--- config.mk ---
export PLATFORM = sky130hd
export DESIGN_NAME = spi_master_gen
export DESIGN_NICKNAME = d
export VERILOG_FILES = /design/src/rtl/spi_gen_pkg.sv /design/src/rtl/spi_tx_fifo.sv /design/src/rtl/spi_master_gen.sv
export SDC_FILE = /design/constraint.sdc
export NUM_CORES = 1
export LEC_CHECK = 0
export ABC_AREA = 1
export CAP_MARGIN = 30
export CORE_ASPECT_RATIO = 0.9
export CORE_UTILIZATION = 52
export CTS_CLUSTER_DIAMETER = 30
export DETAILED_ROUTE_END_ITERATION = 7
export PLACE_DENSITY = 0.76
export SETUP_SLACK_MARGIN = 0.4
export SKIP_LAST_GASP = 1
export SYNTH_ARGS = -nofsm -noshare
export SYNTH_HDL_FRONTEND = slang
export SYNTH_SLANG_ARGS = --single-unit
--- constraint.sdc ---
create_clock -name clk -period 1.6 [get_ports clk]
set_input_delay 0.24 -clock clk [delete_from_list [all_inputs] [get_ports clk]]
set_output_delay 0.24 -clock clk [all_outputs]
set_load 0.05 [all_outputs]
--- src/rtl/spi_gen_pkg.sv ---
// ----------------------------------------------------------------------------
// spi_gen_pkg : shared state encodings, SPI mode constants and width helpers
// Rev 1.0
// ----------------------------------------------------------------------------
`default_nettype none

package spi_gen_pkg;

  localparam logic [2:0] ST_IDLE  = 3'd0;
  localparam logic [2:0] ST_LEAD  = 3'd1;
  localparam logic [2:0] ST_XFER  = 3'd2;
  localparam logic [2:0] ST_TRAIL = 3'd3;
  localparam logic [2:0] ST_GAP   = 3'd4;

  // {cpol, cpha}
  localparam logic [1:0] SPI_MODE0 = 2'b00;
  localparam logic [1:0] SPI_MODE1 = 2'b01;
  localparam logic [1:0] SPI_MODE2 = 2'b10;
  localparam logic [1:0] SPI_MODE3 = 2'b11;

  function automatic int spi_clog2(input int value);
    int r;
    r = 0;
    for (int i = 0; i < 31; i++) begin
      if ((1 << i) < value) r = i + 1;
    end
    return r;
  endfunction

  // Width needed to count SCK toggles 0 .. 2*dw-1 within one word
  function automatic int edge_cnt_w(input int dw);
    return spi_clog2(2 * dw);
  endfunction

endpackage

`default_nettype wire

--- src/rtl/spi_tx_fifo.sv ---
// ----------------------------------------------------------------------------
// spi_tx_fifo : DW x DEPTH transmit FIFO, extra-bit pointers for full/empty
// Rev 1.0
// ----------------------------------------------------------------------------
`default_nettype none

module spi_tx_fifo
  import spi_gen_pkg::*;
#(
  parameter int DW    = 8,
  parameter int DEPTH = 4
) (
  input  logic          clk,
  input  logic          resetb,
  input  logic          push,
  input  logic [DW-1:0] wdata,
  input  logic          pop,
  output logic [DW-1:0] rdata,
  output logic          full,
  output logic          empty
);

  localparam int         AW      = spi_clog2(DEPTH);
  localparam logic [AW:0] PTR_ONE = (AW + 1)'(1);

  logic [AW:0]   wr_ptr_q, wr_ptr_d;
  logic [AW:0]   rd_ptr_q, rd_ptr_d;
  logic [DW-1:0] mem_q [DEPTH];
  logic          wr_en;
  logic          rd_en;

  always_comb begin
    empty    = (wr_ptr_q == rd_ptr_q);
    full     = (wr_ptr_q[AW] != rd_ptr_q[AW]) &&
               (wr_ptr_q[AW-1:0] == rd_ptr_q[AW-1:0]);
    // A full FIFO refuses a push even when a pop happens in the same cycle
    wr_en    = push && !full;
    rd_en    = pop && !empty;
    wr_ptr_d = wr_en ? (wr_ptr_q + PTR_ONE) : wr_ptr_q;
    rd_ptr_d = rd_en ? (rd_ptr_q + PTR_ONE) : rd_ptr_q;
    rdata    = mem_q[rd_ptr_q[AW-1:0]];
  end

  always_ff @(posedge clk or negedge resetb) begin
    if (!resetb) begin
      wr_ptr_q <= '0;
      rd_ptr_q <= '0;
    end else begin
      wr_ptr_q <= wr_ptr_d;
      rd_ptr_q <= rd_ptr_d;
    end
  end

  always_ff @(posedge clk) begin
    if (wr_en) mem_q[wr_ptr_q[AW-1:0]] <= wdata;
  end

endmodule

`default_nettype wire

--- src/rtl/spi_master_gen.sv ---
// ----------------------------------------------------------------------------
// spi_master_gen : SPI master with configurable width, mode, order and divider
// Rev 1.0
// ----------------------------------------------------------------------------
`default_nettype none

module spi_master_gen
  import spi_gen_pkg::*;
#(
  parameter int DW    = 8,
  parameter int NCS   = 2,
  parameter int DIVW  = 8,
  parameter int DEPTH = 4,
  localparam int CSW  = (NCS > 1) ? spi_clog2(NCS) : 1
) (
  input  logic            clk,
  input  logic            resetb,
  input  logic [DW-1:0]   tx_data,
  input  logic            tx_valid,
  output logic            tx_ready,
  output logic [DW-1:0]   rx_data,
  output logic            rx_valid,
  input  logic            cpol,
  input  logic            cpha,
  input  logic            lsb_first,
  input  logic [DIVW-1:0] div,
  input  logic [CSW-1:0]  cs_sel,
  input  logic            cs_hold,
  output logic            sck,
  output logic            mosi,
  input  logic            miso,
  output logic [NCS-1:0]  csn,
  output logic            busy
);

  localparam int            EW        = edge_cnt_w(DW);
  localparam logic [EW-1:0] LAST_EDGE = EW'(2 * DW - 1);
  localparam logic [EW-1:0] EDGE_ONE  = EW'(1);
  localparam logic [DIVW-1:0] DIV_ONE = DIVW'(1);

  logic [2:0]      state_q, state_d;
  logic [DIVW-1:0] div_cnt_q, div_cnt_d;
  logic [EW-1:0]   edge_q, edge_d;
  logic [DIVW-1:0] div_cfg_q, div_cfg_d;
  logic            cpha_cfg_q, cpha_cfg_d;
  logic            lsb_cfg_q, lsb_cfg_d;
  logic [DW-1:0]   tx_sh_q, tx_sh_d;
  logic [DW-1:0]   rx_sh_q, rx_sh_d;
  logic            sck_q, sck_d;
  logic            mosi_q, mosi_d;
  logic [NCS-1:0]  csn_q, csn_d;
  logic            chain_q, chain_d;
  logic            done_q, done_d;
  logic            rx_valid_q, rx_valid_d;
  logic [DW-1:0]   rx_data_q, rx_data_d;

  logic            fifo_pop;
  logic            fifo_full;
  logic            fifo_empty;
  logic [DW-1:0]   fifo_rdata;
  logic            tick;
  logic            k_odd;
  logic            last_edge;
  logic [DW-1:0]   tx_shifted;

  function automatic logic first_bit(input logic [DW-1:0] w, input logic lsb);
    return lsb ? w[0] : w[DW-1];
  endfunction

  function automatic logic [DW-1:0] shift_out(input logic [DW-1:0] w, input logic lsb);
    return lsb ? (w >> 1) : (w << 1);
  endfunction

  function automatic logic [DW-1:0] shift_in(input logic [DW-1:0] w, input logic lsb,
                                             input logic b);
    return lsb ? {b, w[DW-1:1]} : {w[DW-2:0], b};
  endfunction

  // Out-of-range selects leave every chip select released
  function automatic logic [NCS-1:0] cs_decode(input logic [CSW-1:0] sel);
    logic [NCS-1:0] r;
    r = '1;
    for (int i = 0; i < NCS; i++) begin
      if (int'(sel) == i) r[i] = 1'b0;
    end
    return r;
  endfunction

  spi_tx_fifo #(
    .DW    (DW),
    .DEPTH (DEPTH)
  ) u_fifo (
    .clk    (clk),
    .resetb (resetb),
    .push   (tx_valid),
    .wdata  (tx_data),
    .pop    (fifo_pop),
    .rdata  (fifo_rdata),
    .full   (fifo_full),
    .empty  (fifo_empty)
  );

  assign tick       = (div_cnt_q == div_cfg_q);
  assign k_odd      = ~edge_q[0];
  assign last_edge  = (edge_q == LAST_EDGE);
  assign tx_shifted = shift_out(tx_sh_q, lsb_cfg_q);

  always_comb begin
    state_d    = state_q;
    div_cnt_d  = div_cnt_q;
    edge_d     = edge_q;
    div_cfg_d  = div_cfg_q;
    cpha_cfg_d = cpha_cfg_q;
    lsb_cfg_d  = lsb_cfg_q;
    tx_sh_d    = tx_sh_q;
    rx_sh_d    = rx_sh_q;
    sck_d      = sck_q;
    mosi_d     = mosi_q;
    csn_d      = csn_q;
    chain_d    = chain_q;
    done_d     = 1'b0;
    fifo_pop   = 1'b0;

    case (state_q)
      ST_IDLE: begin
        sck_d     = cpol;
        div_cnt_d = '0;
        if (!fifo_empty) fifo_pop = 1'b1;
      end
      ST_LEAD, ST_XFER: begin
        if (!tick) begin
          div_cnt_d = div_cnt_q + DIV_ONE;
        end else begin
          // Toggle number k = edge_q + 1
          div_cnt_d = '0;
          sck_d     = ~sck_q;
          state_d   = ST_XFER;
          if (cpha_cfg_q ? !k_odd : k_odd)
            rx_sh_d = shift_in(rx_sh_q, lsb_cfg_q, miso);
          if (cpha_cfg_q && k_odd) begin
            mosi_d  = first_bit(tx_sh_q, lsb_cfg_q);
            tx_sh_d = tx_shifted;
          end else if (!cpha_cfg_q && !k_odd && !last_edge) begin
            mosi_d  = first_bit(tx_shifted, lsb_cfg_q);
            tx_sh_d = tx_shifted;
          end
          if (last_edge) begin
            state_d = ST_TRAIL;
            edge_d  = '0;
            done_d  = 1'b1;
            chain_d = cs_hold && !fifo_empty;
          end else begin
            edge_d  = edge_q + EDGE_ONE;
          end
        end
      end
      ST_TRAIL: begin
        if (!tick) begin
          div_cnt_d = div_cnt_q + DIV_ONE;
        end else begin
          div_cnt_d = '0;
          if (chain_q && !fifo_empty) begin
            fifo_pop = 1'b1;
          end else begin
            csn_d   = '1;
            state_d = ST_GAP;
          end
        end
      end
      ST_GAP: begin
        if (!tick) begin
          div_cnt_d = div_cnt_q + DIV_ONE;
        end else begin
          div_cnt_d = '0;
          state_d   = ST_IDLE;
        end
      end
      default: state_d = ST_IDLE;
    endcase

    // Word start: latch configuration and open the half-period before toggle 1
    if (fifo_pop) begin
      state_d    = ST_LEAD;
      div_cnt_d  = '0;
      edge_d     = '0;
      chain_d    = 1'b0;
      div_cfg_d  = div;
      cpha_cfg_d = cpha;
      lsb_cfg_d  = lsb_first;
      tx_sh_d    = fifo_rdata;
      csn_d      = cs_decode(cs_sel);
      sck_d      = cpol;
      if (!cpha) mosi_d = first_bit(fifo_rdata, lsb_first);
    end

    rx_valid_d = done_q;
    rx_data_d  = done_q ? rx_sh_q : rx_data_q;
  end

  always_ff @(posedge clk or negedge resetb) begin
    if (!resetb) begin
      state_q    <= ST_IDLE;
      div_cnt_q  <= '0;
      edge_q     <= '0;
      div_cfg_q  <= '0;
      cpha_cfg_q <= 1'b0;
      lsb_cfg_q  <= 1'b0;
      tx_sh_q    <= '0;
      rx_sh_q    <= '0;
      sck_q      <= 1'b0;
      mosi_q     <= 1'b0;
      csn_q      <= '1;
      chain_q    <= 1'b0;
      done_q     <= 1'b0;
      rx_valid_q <= 1'b0;
      rx_data_q  <= '0;
    end else begin
      state_q    <= state_d;
      div_cnt_q  <= div_cnt_d;
      edge_q     <= edge_d;
      div_cfg_q  <= div_cfg_d;
      cpha_cfg_q <= cpha_cfg_d;
      lsb_cfg_q  <= lsb_cfg_d;
      tx_sh_q    <= tx_sh_d;
      rx_sh_q    <= rx_sh_d;
      sck_q      <= sck_d;
      mosi_q     <= mosi_d;
      csn_q      <= csn_d;
      chain_q    <= chain_d;
      done_q     <= done_d;
      rx_valid_q <= rx_valid_d;
      rx_data_q  <= rx_data_d;
    end
  end

  assign tx_ready = !fifo_full;
  assign rx_data  = rx_data_q;
  assign rx_valid = rx_valid_q;
  assign sck      = sck_q;
  assign mosi     = mosi_q;
  assign csn      = csn_q;
  assign busy     = (state_q != ST_IDLE) || !fifo_empty;

endmodule

`default_nettype wire

# Word level (Yosys, flattened, before mapping)
# Memory sizes are Yosys's and may differ from the RTL's.
# Cells that the tools add are included.
[word_totals] memories=1 reg_bits=62 inputBits=25 out_inout_bits=15 ram_bits=32
[op_classes] n_addsub=4 n_mux=53 bitwise_logic=2 eq_ne=15 n_reduce_logical=31
[memory_table] memory="u_fifo.mem_q" words=4 word_bits=8 rd=1 rd_ports_with_merged_regs=0 write_ports=1 line="spi_tx_fifo.sv:28" rtl="logic [DW-1:0] mem_q [DEPTH];"
[ops] cell="$mux 8" n=9
[ops] cell="$mux 1" n=27
[ops] cell="$mux 4" n=4
[ops] cell="$pmux 8 s2" n=1
[ops] cell="$mux 3" n=5
[ops] cell="$ne 3x2->1 const B" n=4
[ops] cell="$pmux 3 s4" n=1
[ops] cell="$reduce_and 3->1" n=4
[ops] cell="$reduce_bool 3->1" n=4
[ops] cell="$add 8x1->8 const B" n=1
[ops] cell="$eq 8x8->1" n=1
[ops] cell="$logic_and 1x1->1" n=8
[ops] cell="$mux 2" n=4
[ops] cell="$reduce_bool 2->1" n=4
[ops] cell="$add 3x1->3 const B" n=2
[ops] cell="$eq 3x2->1 const B" n=2
[ops] cell="$reduce_and 5->1" n=1
[ops] cell="$add 4x1->4 const B" n=1
[ops] cell="$eq 4x4->1 const B" n=1
[ops] cell="$logic_not 1->1" n=4
[ops] cell="$ne 2x1->1 const B" n=2
[ops] cell="$pmux 1 s2" n=2
[ops] cell="$reduce_and 2->1" n=2
[ops] cell="$reduce_or 4->1" n=1
[ops] cell="other kinds (9)" n=10

# Longest topological paths before layout
# Gate-level depths: netlist (run 1).
[logic_depth] depth_word=9 depth_mapped=13 ltp_nobuf=12

# Cells and area by module
# Synthesis (run 1) repeated with hierarchy kept, for this count alone.
[unflattened] cells_unflattened=516 hier_area_um2=4710.8
[modules_own_cells] module="spi_master_gen" area_per_inst_um2=3054.2 cells_each=378 instances=1
[modules_own_cells] module="spi_tx_fifo" area_per_inst_um2=1656.6 cells_each=138 instances=1

# Least setup slack after synthesis (run 1)
# OpenSTA, ideal clock, no wires.
[synth_timing] path_kind="flip-flop to flip-flop" from="reg u_fifo.rd_ptr_q[0]" to="mem u_fifo.mem_q[3][0] (enable)" setup_slack_ps=-626 arrival_time_ps=1851 path_stages_with_launch=8 n_path_buf=1 cell_sequence="dfrtp_1 -> buf_4 -> inv_2 -> nand2_1 -> nand2_1 -> nand4_1 -> nand2_1 -> nor2_1"
[synth_via] elab_chain_len=6
[synth_lines] element="start, declared" line="spi_tx_fifo.sv:27" rtl="logic [AW:0] rd_ptr_q, rd_ptr_d;"
[synth_lines] element="start signal, assigned" line="spi_tx_fifo.sv:50" rtl="rd_ptr_q <= rd_ptr_d;"
[synth_lines] element="$eq 2x2->1" line="spi_tx_fifo.sv:35" rtl="(wr_ptr_q[AW-1:0] == rd_ptr_q[AW-1:0]);"
[synth_lines] element="$logic_and 1x1->1" line="spi_tx_fifo.sv:34" rtl="full = (wr_ptr_q[AW] != rd_ptr_q[AW]) &&"
[synth_lines] element="$logic_not 1->1"
[synth_lines] element="via tx_ready" line="spi_master_gen.sv:20" rtl="output logic tx_ready,"
[synth_lines] element="$logic_and 1x1->1" line="spi_tx_fifo.sv:37" rtl="wr_en = push && !full;"
[synth_lines] element="$mux 1" line="spi_tx_fifo.sv:55" rtl="if (wr_en) mem_q[wr_ptr_q[AW-1:0]] <= wdata;"
[synth_lines] element="$mux 1 (not written as such)" line="spi_tx_fifo.sv:55"
[synth_lines] element="end, declared" line="spi_tx_fifo.sv:28"
# The timed path passes the listed nets, and every way through them passes these cells.

# Worst setup path after layout (run 1)
[layout_timing] from="reg state_q[0]" to="out busy"
[layout_via] elab_chain_len=2
[layout_lines] element="start, declared" line="spi_master_gen.sv:41" rtl="logic [2:0] state_q, state_d;"
[layout_lines] element="start signal, assigned" line="spi_master_gen.sv:218" rtl="state_q <= state_d;"
[layout_lines] element="$reduce_bool 3->1" line="spi_master_gen.sv:242" rtl="assign busy = (state_q != ST_IDLE) || !fifo_empty;"
[layout_lines] element="$logic_or 1x1->1" line="spi_master_gen.sv:242"
[layout_lines] element="end, declared" line="spi_master_gen.sv:33" rtl="output logic busy"
# Every way passes these cells.

==> out/summary.txt, run 1 <==
Status: finished with violations
Failing checks: negative setup slack
Syn avg cell area: 9.392 um2
Yosys Warn Count: 0
CP Capture Type: output pin
Final setup fails: 28
Synthesized Nets: 514
Number of vias per cell: 5.506
Yosys reg bits: 94
Clock Path Buffers: 2
Area delta synth->final: 42.08%
Fin crit period: 1.837 ns
Register Area: 0.002517 mm2
CTS tree: done
Worst skew pair latency: 0.37 ns
Critical-path cell list: nor2_2, inv_2, nor2_4, nand4_1, buf_12
WP buf/inv: 2
Yosys cell types: 33
# DRC: 0
Hpwl dp: 6486 um
Initial DRT Pass Iterations: 5
Leak: 2.907 nW
Max VDD drop: 0.9109 mV
Post-synthesis sequential area ratio: 55.79%
CP max stage delay: 0.42 ns
CP max stage cell: dfrtp_1
Max-slew violations: 0
Setup TNS: -2.448 ns
Initial DRC Count: 276
Most frequent cells in the layout: 84 x nand2_1, 58 x dfrtp_1, 52 x buf_4, 32 x edfxtp_1, 31 x nor2_1
Post-synthesis cell area: 0.004508 mm2
Die ar.: 0.009046 mm2
Diodes inserted: 0
Required time worst endpoint: 1.36 ns
FF-to-FF setup slack: -0.15 ns
Max-slew headroom: 71.84%
ANT nets after route: 0
Fmax achieved: 544.4 MHz
Top cell family by delay on the critical path: simple AND/OR/NAND/NOR gates
Initial Util: 54.82%
R2R depth: 8
Worst slack at placement: -0.03617 ns
Reg-to-Reg Start: edge_q[0]
HP Class: input pin to asynchronous set/reset pin
Cells after Synth: 480
Total gr overflow: 0
Startpoint Class: register
Core Region: 0.008223 mm2
Final Non-Filler Cells: 711
Inserted Clock Buffers: 9
Root Driver: clkbuf_8
Reg-to-reg endpoint: tx_sh_q[5]
Top cells by area, synth: dfrtp_1 33%, edfxtp_1 21%, nand2_1 10%
Critical Path AT: 1.60 ns
Slew @ Worst Pin: 0.4209 ns
Final nets: 625
Vias: 3915
Largest net degree at the start of global routing: 63
DP Cell Count: 653
IO buf count: 39
Share of the synthesized area in the top cell type: 33.31%
Hold WS: 0.4033 ns
Final hold vios: 0
I/O pins: 40
Number of global-route vias before repair: 3594
Share of cells above drive strength 1: 40.27%
Setup crit start: state_q[0]
Setup WS post-layout: -0.2370 ns
Crit Path Max Fanout: 2
Die H: 90.33 um
Fill cell count: 514
Final WL: 11910 um
Number of cell rows: 31
Die span in x: 100.1 um
Power density over the cells: 1904 mW/mm2
WS Path Type: register to output pin
Antenna violations before repair: 0
Clock skew: 0.01375 ns
Clk slew on worst S/H paths: 0.09 ns
Final worst-path cycle share: 114.8%
Max_cap viols: 0
First-pass GRT wire length: 17340 um
GP Congestion: 0.8601
Htree depth: 3
Multi-input gate area: 0.002156 mm2
Clock Sinks: 94
Synth area leader: dfrtp_1
RSZ-0062 raised after global routing: true
Wirelength per Cell: 16.75 um
GRT Total Usage: 24.92%
Commonest non-fill, non-tap cell in the layout: nand2_1
[power breakdown]
part | internal [mW] | leakage, nW | switching (mW)
clock network | 0.593 | 0.0858 | 0.897
registers | 3.21 | 1.08 | 0.539
logic | 2.99 | 1.74 | 3.96
[cell usage after synthesis, drive strengths merged]
| cell type | instances |
|---|---|
| and2 | 2 |
| o21ai | 50 |
| a31oi | 1 |
| ha | 9 |
| nand2 | 129 |
| mux2i | 9 |
| mux2 | 8 |
| clkbuf | 5 |
| o22ai | 7 |
| nor3 | 1 |
| buf | 10 |
| dfstp | 2 |
| edfxtp | 32 |
| inv | 49 |
| nand3 | 25 |
| o21a | 1 |
| nand4 | 4 |
| nor2 | 48 |
| o21bai | 1 |
| a21oi | 21 |
| dfrtp | 60 |
| xor2 | 6 |
[metrics by stage]
| stage | power, mW | instance area (um2) | util [%] |
|---|---|---|---|
| global route | 12.83 | 6405 | 77.89 |
| global placement | 8.468 | 5420 | 65.92 |
| detailed placement | 8.626 | 5420 | 65.92 |
| CTS | 11.22 | 6091 | 74.07 |
| floorplan | 7.111 | 4700 | - |
| finish | 12.20 | 6405 | 77.89 |
[logic make-up (layout without fill, tap and decap cells)]
family / Yosys count / after routing / share of synthesized area (%)
compound gates: 81 / 81 / 9.992
buf+inv: 64 / 178 / 6.356
mux: 17 / 17 / 3.997
flops: 94 / 94 / 55.79
xor+xnor: 6 / 6 / 1.166
fa+ha+maj: 9 / 9 / 2.498
simple gates: 209 / 211 / 20.20
[state kept, by name (all words and copies together), names as in the netlist, 2 cells and up]
name and flops:
edge_q 4, rx_sh_q 8, csn 2, div_cfg_q 8
div_cnt_q 8, state_q 3, u_fifo.wr_ptr_q 3, u_fifo.rd_ptr_q 3
rx_data 8, u_fifo.mem_q 32, tx_sh_q 8
[routing by layer]
| layer | global-route usage, % | wire, um | up-vias |
|---|---|---|---|
| met5 | 0 | 0 | - |
| met4 | 6.643 | 242 | 0 |
| met3 | 6.502 | 684 | 26 |
| met2 | 42.75 | 6228 | 155 |
| met1 | 31.10 | 4751 | 1923 |
| li1 | - | - | 1811 |
[worst reg2reg max path: stages (launching register included)]
cell and delay [ns]:
dfrtp_1 0.47, ha_2 0.25, nand3_1 0.12, nand2_1 0.14, nand2_1 0.19, nand3_4 0.20, nor2_1 0.06, a21oi_1 0.13
nand2_1 0.07
[how the worst max path moves through the flow]
| stage | slack [ns] | cells after the start | endpoint |
|---|---|---|---|
| 3_5_place_dp | -0.04 | 12 | rx_sh_q[0] |
| 2_1_floorplan | -0.44 | 8 | u_fifo.wr_ptr_q[2] |
| 3_3_place_gp | -0.01 | 12 | rx_sh_q[1] |
| 5_1_grt | -0.28 | 5 | busy |
| 4_1_cts | -0.10 | 5 | busy |
| 6_report | -0.24 | 5 | busy |
[cell type report]
| class | count | area share [%] |
|---|---|---|
| inverter | 49 | 3.262 |
| clock buffer | 10 | 1.993 |
| multi-input combinational | 324 | 33.66 |
| clock inverter | 6 | 0.8205 |
| tap | 115 | 2.247 |
| timing repair buffer | 113 | 18.71 |
| sequential | 94 | 39.30 |
[repair_timing]
item | 4_1_cts | 5_1_grt
resized for setup | 60 | 59
setup endpoints to repair | 94 | 100
pin swaps | 22 | 19
hold buffers | 1 | 0
cloned | 3 | 1
setup buffers | 23 | 14
endpoints found under the hold margin | 60 | 0
No activity file was read; power rests on OpenSTA's default activity.
==> run 2, diff against run 1 <==
- CORE_UTILIZATION: 52 -> 60
- DONT_BUFFER_PORTS: default -> 1
- clock period: 1.6 -> 2.1 ns (I/O delays scaled with it)
==> run 2 against run 1 <==
The flow finishes with violations (negative hold slack); count of clock-buffer cells in the layout is 1 lower; critical path depth unchanged; flip-flop and latch count unchanged; sequential share of layout area up 7.0 points; critical path type unchanged.
==> out/summary.txt, run 2 (synthesis results as in run 1) <==
ANT nets after route: 0 (unchanged)
Failing checks: negative hold slack
Number of vias per cell: 5.610 (+1.9%)
Commonest non-fill, non-tap cell in the layout: nand2_1
Worst skew pair latency: 0.37 ns (about the same)
Initial DRT Pass Iterations: 5 (unchanged)
Die ar.: 0.007865 mm2 (-13%)
Sequential power share: 36.4% (+5.7 points)
Wirelength per Cell: 15.91 um (-5.0%)
Diodes inserted: 0 (unchanged)
Logic pwr share: 49.6% (-7.4 points)
Required time worst endpoint: 1.78 ns (+0.42 ns)
Share of cells above drive strength 1: 29.06% (-11 points)
Root Driver: clkbuf_8
Vias: 3495 (-11%)
Largest net degree at the start of global routing: 63 (unchanged)
P_sw: 3.637 mW (-33%)
CP Capture Type: output pin
Number of flip-flops under the largest register name: 32 (unchanged)
Startpoint Class: register
Max-slew violations: 0 (unchanged)
DP Cell Count: 564 (-14%)
Status: finished with violations
Crit Path Max Fanout: 3 (+1)
Clk pwr share: 14.1% (+1.9 points)
Number of cell rows: 29 (-6.5%)
WS Path Type: register to output pin
Most frequent cells in the layout: 96 x nand2_1, 58 x dfrtp_1, 35 x nor2_1, 34 x inv_1, 34 x buf_4
Initial DRC Count: 281 (+1.8%)
Leak: 2.477 nW (-15%)
Cts hold-fix bufs: 1 (unchanged)
Clock Sinks: 94 (unchanged)
GP Congestion: 0.7694 (-11%)
Die span in x: 93.37 um (-6.8%)
Area delta synth->final: 20.70%
Hold WS: -0.3746 ns (-0.7779 ns)
Final hold vios: 62 (+62)
RSZ-0062 raised after global routing: true
Htree depth: 3 (unchanged)
IO buf count: 0 (-100%)
Final WL: 9909 um (-17%)
Critical Path AT: 1.50 ns (-0.10 ns)
Die H: 84.23 um (-6.8%)
Final worst-path cycle share: 86.64%
Max_cap viols: 0 (unchanged)
Clock Path Buffers: 2 (unchanged)
HP Class: input pin to asynchronous set/reset pin
Inserted Clock Buffers: 9 (unchanged)
Hpwl dp: 5755 um (-11%)
Fmax achieved: 549.6 MHz
Antenna violations before repair: 0 (unchanged)
Clock skew: 0.007342 ns (-0.006413 ns)
Final Non-Filler Cells: 623 (-12%)
Most Crowded Layer GR: met2
# DRC: 0 (unchanged)
CTS tree: done
Total gr overflow: 0 (unchanged)
Reg-to-reg endpoint: u_fifo.rd_ptr_q[2]
First-pass GRT wire length: 14610 um (-16%)
Power density over the cells: 1495 mW/mm2 (-21%)
Cell-internal power: 4.500 mW (-34%)
R2R depth: 12 (+4)
FF-to-FF setup slack: 0.42 ns (+0.57 ns)
Max VDD drop: 0.8058 mV (-12%)
Slew @ Worst Pin: 0.5506 ns (+0.1297 ns)
Max-slew headroom: 63.29% (-8.5 points)
Reg-to-Reg Start: div_cnt_q[0]
Setup TNS: 0 ns (+2.448 ns)
Met1 Use GR: 31.07% (about the same)
Final nets: 559 (-11%)
Final setup fails: 0 (-100%)
GRT Total Usage: 24.21% (-0.70 points)
Core Region: 0.007148 mm2 (-13%)
Met3 usage: 7.880% (+1.4 points)
Clk slew on worst S/H paths: 0.10 ns (about the same)
Fin crit period: 1.820 ns
Number of global-route vias before repair: 3175 (-12%)
GR Util met2: 40.04% (-2.7 points)
I/O pins: 40 (unchanged)
Initial Util: 63.07% (+8.2 points)
Sw Share: 44.70% (+0.42 points)
[run 2: changes by cell type in the layout (fill, tap and decap cells not counted), sizes merged]
cell	change
buf	-46
bufbuf	-1
inv	+1
clkinv	+1
clkdlybuf4s50	-23
nand2	+2
clkbuf	+1
clkinvlp	-1
[run 2: per-stage QoR]
stage / power [mW] / cell area (um2) / utilization [%] / setup slack (ns)
floorplan: 5.198 / 4566 / - / 0.04701
global placement: 5.639 / 4632 / 64.80 / 0.2616
detailed placement: 5.739 / 4632 / 64.80 / 0.1849
CTS: 7.189 / 5001 / 69.96 / 0.2967
global route: 8.698 / 5441 / 76.12 / 0.1794
finish: 8.137 / 5441 / 76.12 / 0.2805
[run 2: area by class of cell]
cell class              count  area (um2)
multi-input cells         326        1981
well taps                  93       116.4
clock buffers               9       123.9
clock inverters             7       65.06
flip-flops and latches     94        2517
fillers                   467        1707
inverters                  49       206.4
repair buffers             45       431.7
[run 2: per-layer routing]
layer	vias to the layer above	wire length, um	share of wire, %
met5	-	0	0
met4	0	159	1.6
met3	14	574	5.8
met2	116	5089	51
met1	1692	4087	41
li1	1673	-	-
[run 2: critical path: stages (launching register included)]
cell	delay (ns)
dfrtp_1	0.42
nor2_2	0.16
inv_2	0.07
nor2_4	0.12
nand4_1	0.16
buf_6	0.20
[run 2: power by group through the flow]
stage          Clock (mW)  Combinational [mW]  Sequential, mW
6_report             1.15                4.03            2.96
3_5_place_dp            0                2.75            2.99
5_1_grt              1.24                4.45            3.01
2_1_floorplan           0                2.35            2.84
3_3_place_gp            0                2.67            2.97
4_1_cts              1.16                3.10            2.93
[run 2: worst max-delay path by stage]
stage | startpoint | endpoint | slack (ns) | cells past startpoint
after floorplan | u_fifo.rd_ptr_q[1] | u_fifo.wr_ptr_q[2] | 0.05 | 8
after global placement | u_fifo.rd_ptr_q[1] | u_fifo.rd_ptr_q[2] | 0.26 | 12
after detailed placement | u_fifo.rd_ptr_q[1] | tx_sh_q[1] | 0.18 | 9
after CTS | state_q[1] | busy | 0.30 | 5
after global routing | state_q[1] | busy | 0.18 | 5
final | state_q[1] | busy | 0.28 | 5
[run 2: timing repair]
item,CTS,global route
gates cloned,1,6
hold endpoints to repair,63,62
resized for setup,10,59
buffers inserted,17,18
pin swaps,7,28
endpoints found under the setup margin,61,78
